===== config.mk =====
export PLATFORM = sky130hd
export DESIGN_NAME = timing_gen
export DESIGN_NICKNAME = d
export VERILOG_FILES = /design/src/rtl/timing_gen.sv
export SDC_FILE = /design/constraint.sdc
export NUM_CORES = 1
export LEC_CHECK = 0
export ABC_AREA = 0
export BUFFER_PORTS_ARGS = -buffer_cell sky130_fd_sc_hd__buf_2
export CORE_MARGIN = 5
export CORE_UTILIZATION = 50
export CTS_BUF_LIST = sky130_fd_sc_hd__clkbuf_2
export CTS_CLUSTER_DIAMETER = 40
export CTS_CLUSTER_SIZE = 14
export DETAILED_ROUTE_END_ITERATION = 8
export PLACE_DENSITY = 0.81
export REMOVE_ABC_BUFFERS = 1
export SYNTH_ARGS = -nofsm -noshare
export SYNTH_HDL_FRONTEND = slang
export SYNTH_SLANG_ARGS = --single-unit

===== constraint.sdc =====
create_clock -name clk -period 7 [get_ports clk]
set_input_delay 1.05 -clock clk [delete_from_list [all_inputs] [get_ports clk]]
set_output_delay 1.05 -clock clk [all_outputs]
set_load 0.01 [all_outputs]

===== src/rtl/timing_gen.sv =====
// timing_gen: one-hot beat generator for the hardwired controller, with run/step/halt
// control and a retired-instruction counter.
module timing_gen #(
    parameter int CW = 16
) (
    input  logic          clk,
    input  logic          rst,
    input  logic          run,
    input  logic          step,
    input  logic          ins_end,
    input  logic          halt,
    output logic          T0,
    output logic          T1,
    output logic          T2,
    output logic          T3,
    output logic          T4,
    output logic          T5,
    output logic          T6,
    output logic          T7,
    output logic [2:0]    beat,
    output logic          running,
    output logic          halted,
    output logic [CW-1:0] ins_cnt
);
    typedef enum logic [1:0] {IDLE, RUN, STEP, HALTED} state_t;
    state_t     state;
    logic [7:0] t;
    logic       fin;
    logic       stop;
    assign {T7, T6, T5, T4, T3, T2, T1, T0} = t;
    // fetch beats T0..T2 never end an instruction; halt implies end
    assign stop = beat >= 3'd3 && halt;
    assign fin  = beat == 3'd7 || (beat >= 3'd3 && ins_end) || stop;
    always_ff @(posedge clk) begin
        if (rst) begin
            state   <= IDLE;
            t       <= '0;
            beat    <= '0;
            running <= 1'b0;
            halted  <= 1'b0;
            ins_cnt <= '0;
        end else begin
            case (state)
                IDLE: if (run || step) begin
                    state   <= run ? RUN : STEP;
                    t       <= 8'd1;
                    beat    <= '0;
                    running <= 1'b1;
                end
                RUN, STEP: if (fin) begin
                    ins_cnt <= ins_cnt + 1'b1;
                    beat    <= '0;
                    if (stop) begin
                        state   <= HALTED;
                        t       <= '0;
                        running <= 1'b0;
                        halted  <= 1'b1;
                    end else if (state == RUN && run) begin
                        t <= 8'd1;
                    end else begin
                        state   <= IDLE;
                        t       <= '0;
                        running <= 1'b0;
                    end
                end else begin
                    beat <= beat + 3'd1;
                    t    <= t << 1;
                end
                default: ;
            endcase
        end
    end
endmodule

==> results by stage <==
Clocking:
- The clock root buffer is sky130_fd_sc_hd__clkbuf_2.
- The clock drives 31 sinks.
- The clock latency on the worst-skew pair is 0.36 ns.
- The number of setup buffers added after CTS is 0.
- TritonCTS built the clock tree.
- The number of buffers added by the clock tree synthesis step is 5.
- The H-tree was split into 2 levels.
- The number of hold buffers added after CTS was 0.
- The maximum clock insertion buffer count is 2.
- The register clock-pin slew on the reported worst setup and hold paths is 0.16 ns.
- Post-CTS repair changed the size of 0 cells.

Min path:
- The worst hold path begins at halted.
- In this run the worst hold path is classified as register to register.
- The terminating pin of the worst hold path is halted.
- Along the worst hold path, the cell count comes to 2.

Floorplanning:
- From left edge to right edge, the die measures 64.4 um.
- The die is 64.4 um tall.
- The floorplan has 19 rows.
- In this run the count of I/O pins placed on the die edge is 35.
- The area of the core region is 2810 sq um.
- The total die area is 4140 sq um.
- For this configuration, the core starts out at a cell density of 52.7%.

Critical path:
- The number of buffer and inverter stages on the critical path is 0.
- In this run the critical register-to-register path is launched from beat[0].
- Broken down by cell family, the worst path's largest delay share belongs to simple AND/OR/NAND/NOR gates.
- The setup slack of the worst register-to-register path is 4.30 ns.
- On the worst path, the slowest cell contributes a delay of 0.65 ns.
- The kind of capture point of the worst setup path is a register.
- The required time reported for the critical path endpoint is 7.30 ns.
- The worst setup path is launched from a register.
- The class of the most critical setup path is register to register.
- The worst register-to-register path has a depth of 6.
- Traced cell by cell, the critical path runs through ha_1 -> ha_1 -> o31ai_2 -> or4b_4 -> or4_1 -> a21oi_1.
- The critical-path cell with the highest stage delay is sky130_fd_sc_hd__or4b_4.
- The end of the worst register-to-register path is ins_cnt[9].
- The arrival time of data at the critical path endpoint is 3.00 ns.
- By instance count, the cell type seen most on the critical path is sky130_fd_sc_hd__ha_1.
- The worst-path maximum fanout is 15.

Pwr:
- In this run the power spent charging and discharging nets is 169 uW.
- Per report_power, the clock group accounts for 25.4% of the total.
- The proportion of power drawn by combinational gates is 30.4%.
- The share of total power dissipated in sequential elements is 44.3%.
- The total internal power is 303 uW.
- Of the total power, the share spent switching nets is 35.8%.
- For this design the ratio of total power to cell area is 273 nW/um^2.
- IR analysis of the VDD net gives a maximum drop of 210 uV.
- The static leakage power is 0.705 nW.

Route:
- For this block, the via count after detailed routing is 1405.
- The post-detailed-route via-to-cell ratio is 6.00.
- After detailed routing, the average wire length per cell comes to 14.6 um.
- The first detailed-routing pass took 4 iterations.
- The final layout contains routed wiring with a total length of 3.42 mm.
- After detailed routing, the number of remaining DRC violations is 0.
- The detail route stage leaves a number of antenna-violating nets equal to 0.
- The starting DRC count in detailed routing is 62.

Outcome:
- The flow ran to the end, and the final reports show no timing, DRC or antenna violations.

Layout:
- 0 antenna diodes ended up in the layout.
- After the flow finishes, the layout carries non-filler instances totaling 234.
- The library cells used most frequently in the layout, excluding fill and tap cells, are sky130_fd_sc_hd__buf_2 (34), sky130_fd_sc_hd__dfxtp_1 (31), sky130_fd_sc_hd__nor2_1 (25).
- The area growth from synthesis to layout is 16.9%.
- The library cell used most frequently in the layout, excluding fill and tap cells, is sky130_fd_sc_hd__buf_2.
- After the last flow step, the layout net total stands at 214.
- The share of cells above drive strength 1 is 24.1%.

Synth:
- After synthesis, the mean cell area works out to 8.90 sq um.
- The fraction of registers with async set or reset after synthesis is 0%.
- Synthesis produced 166 cells.
- The combined area of all synthesized cells is 1480 sq um.
- The flip-flop and latch count after synthesis is 31.
- Synthesis instantiated 36 different standard cells from the library.
- The primary flip-flop cell chosen by synthesis mapping is sky130_fd_sc_hd__dfxtp_1.
- The count of synthesis-stage warnings from yosys is 0.
- Yosys mapped a number of flops with a built-in enable equal to 0.
- The sequential area share after synthesis is 42.0%.

Global routing:
- Entering global routing, the biggest net connects 33 pins.
- The first global-routing pass estimated 5.75 mm of wire.
- The initial antenna violation count is 0.
- In the global route stage, overall resource usage came out at 17.4%.
- The leftover overflow at the end of global routing is 0.
- The via count of the first global-routing pass is 1358.

Timing:
- The final critical path takes up 38.5% of the cycle.
- Setup violations remaining at the end of the flow were counted as 0.
- The final number of max-transition violations is 0.
- The largest clock skew in the final design is 0.00780 ns.
- The sum of negative setup slack is 0 ns.
- On the final layout, the worst hold slack is 0.485 ns.
- The routed design could run at a clock period as short as 2.70 ns.
- The final hold violation count is 0.
- Setup repair after global routing left no endpoint under its margin.
- Headroom to the max-slew limit came out at 34.2%.
- The transition time at the pin with the least slew margin is 0.986 ns.
- Based on the critical path, the design can be clocked at up to 0.371 GHz.
- The smallest setup slack after layout is 4.30 ns.

Placed design:
- The number of placed instances, taps included, is 226.
- The count of buffers added on input and output ports is 34.
- The final weighted congestion of routability-driven global placement is 0.793.
- Summed over all nets, the half-perimeter wirelength after detailed placement is 2.52 mm.
- Timing analysis after detailed placement gives a worst setup slack of 4.20 ns.

Run:
- Max-cap violations in this run came to 0.
-- kinds of logic after synthesis --
family	after synthesis	synth area share (%)
AND/OR/NAND/NOR	67	23.4
AO/OA/AOI/OAI	44	22.2
flip-flops	31	42.0
buffers and inverters	11	3.05
XOR/XNOR	6	3.56
adder cells (fa/ha/maj)	6	5.08
multiplexers	1	0.762
-- cell usage after synthesis, drive strengths merged (2+ instances only) --
master,number,area share [%]
o21ai,3,1.0
a211o,3,1.8
a22oi,9,4.6
dfxtp,31,42
nand3,4,1.4
xnor2,6,3.6
a21oi,13,4.4
or2,2,0.85
or3,2,0.85
nor4,4,1.7
nand4,4,1.7
nand2,10,2.5
and3,2,0.85
nor3,2,0.68
o31ai,7,3.9
a31oi,2,0.85
a2111oi,2,2.9
clkbuf,4,1.0
a211oi,3,1.5
or4,5,2.5
nor2,25,6.4
inv,6,1.5
ha,6,5.1
-- sequential cells by signal (all words and copies together) (netlist names) --
name and flops:
halted 1, state 2, ins_cnt 16, running 1
beat 3, t 8
-- area by class of cell --
| type | count | area (sq um) |
|---|---|---|
| inverters | 6 | 22.5 |
| well taps | 31 | 38.8 |
| repair buffers | 34 | 170 |
| clock inverters | 3 | 38.8 |
| multi-input cells | 124 | 812 |
| clock buffers | 5 | 25.0 |
| flip-flops and latches | 31 | 621 |
| fillers | 262 | 1080 |
-- power groups by stage --
stage	registers (mW)	clock network [mW]	logic (mW)
final	0.209	0.120	0.143
after global placement	0.211	0	0.134
after CTS	0.209	0.123	0.144
after detailed placement	0.212	0	0.143
after global routing	0.211	0.132	0.159
after floorplan	0.215	0	0.0958
-- per-layer routing --
layer  part of all wire, %  track usage (%)
met5                     0                0
met3                   7.6             5.95
met4                   1.4             6.33
met2                    50             33.0
met1                    41             17.6
-- worst max path at each step --
stage | slack, ns | start | cells after the start | endpoint
after detailed placement | 4.20 | ins_end | 5 | beat[0]
after global routing | 4.17 | beat[0] | 6 | ins_cnt[9]
after CTS | 4.30 | beat[0] | 6 | ins_cnt[9]
after floorplan | 4.54 | ins_end | 4 | ins_cnt[11]
final | 4.30 | beat[0] | 6 | ins_cnt[9]
after global placement | 4.29 | halt | 5 | beat[0]
-- worst register-to-register path: cells and delay by family (launching register included) --
kind,cells,cell delay (ns)
flops,1,0.52
fa+ha+maj,2,0.60
compound gates,2,0.34
simple gates,2,1.18
-- per-stage QoR --
step | power [mW] | utilization (%) | area (sq um)
floorplan | 0.311 | - | 1460
global placement | 0.345 | 59.3 | 1660
detailed placement | 0.355 | 59.3 | 1660
CTS | 0.475 | 61.6 | 1730
global route | 0.502 | 61.6 | 1730
finish | 0.472 | 61.6 | 1730
Power figures use the tool's default switching activity.
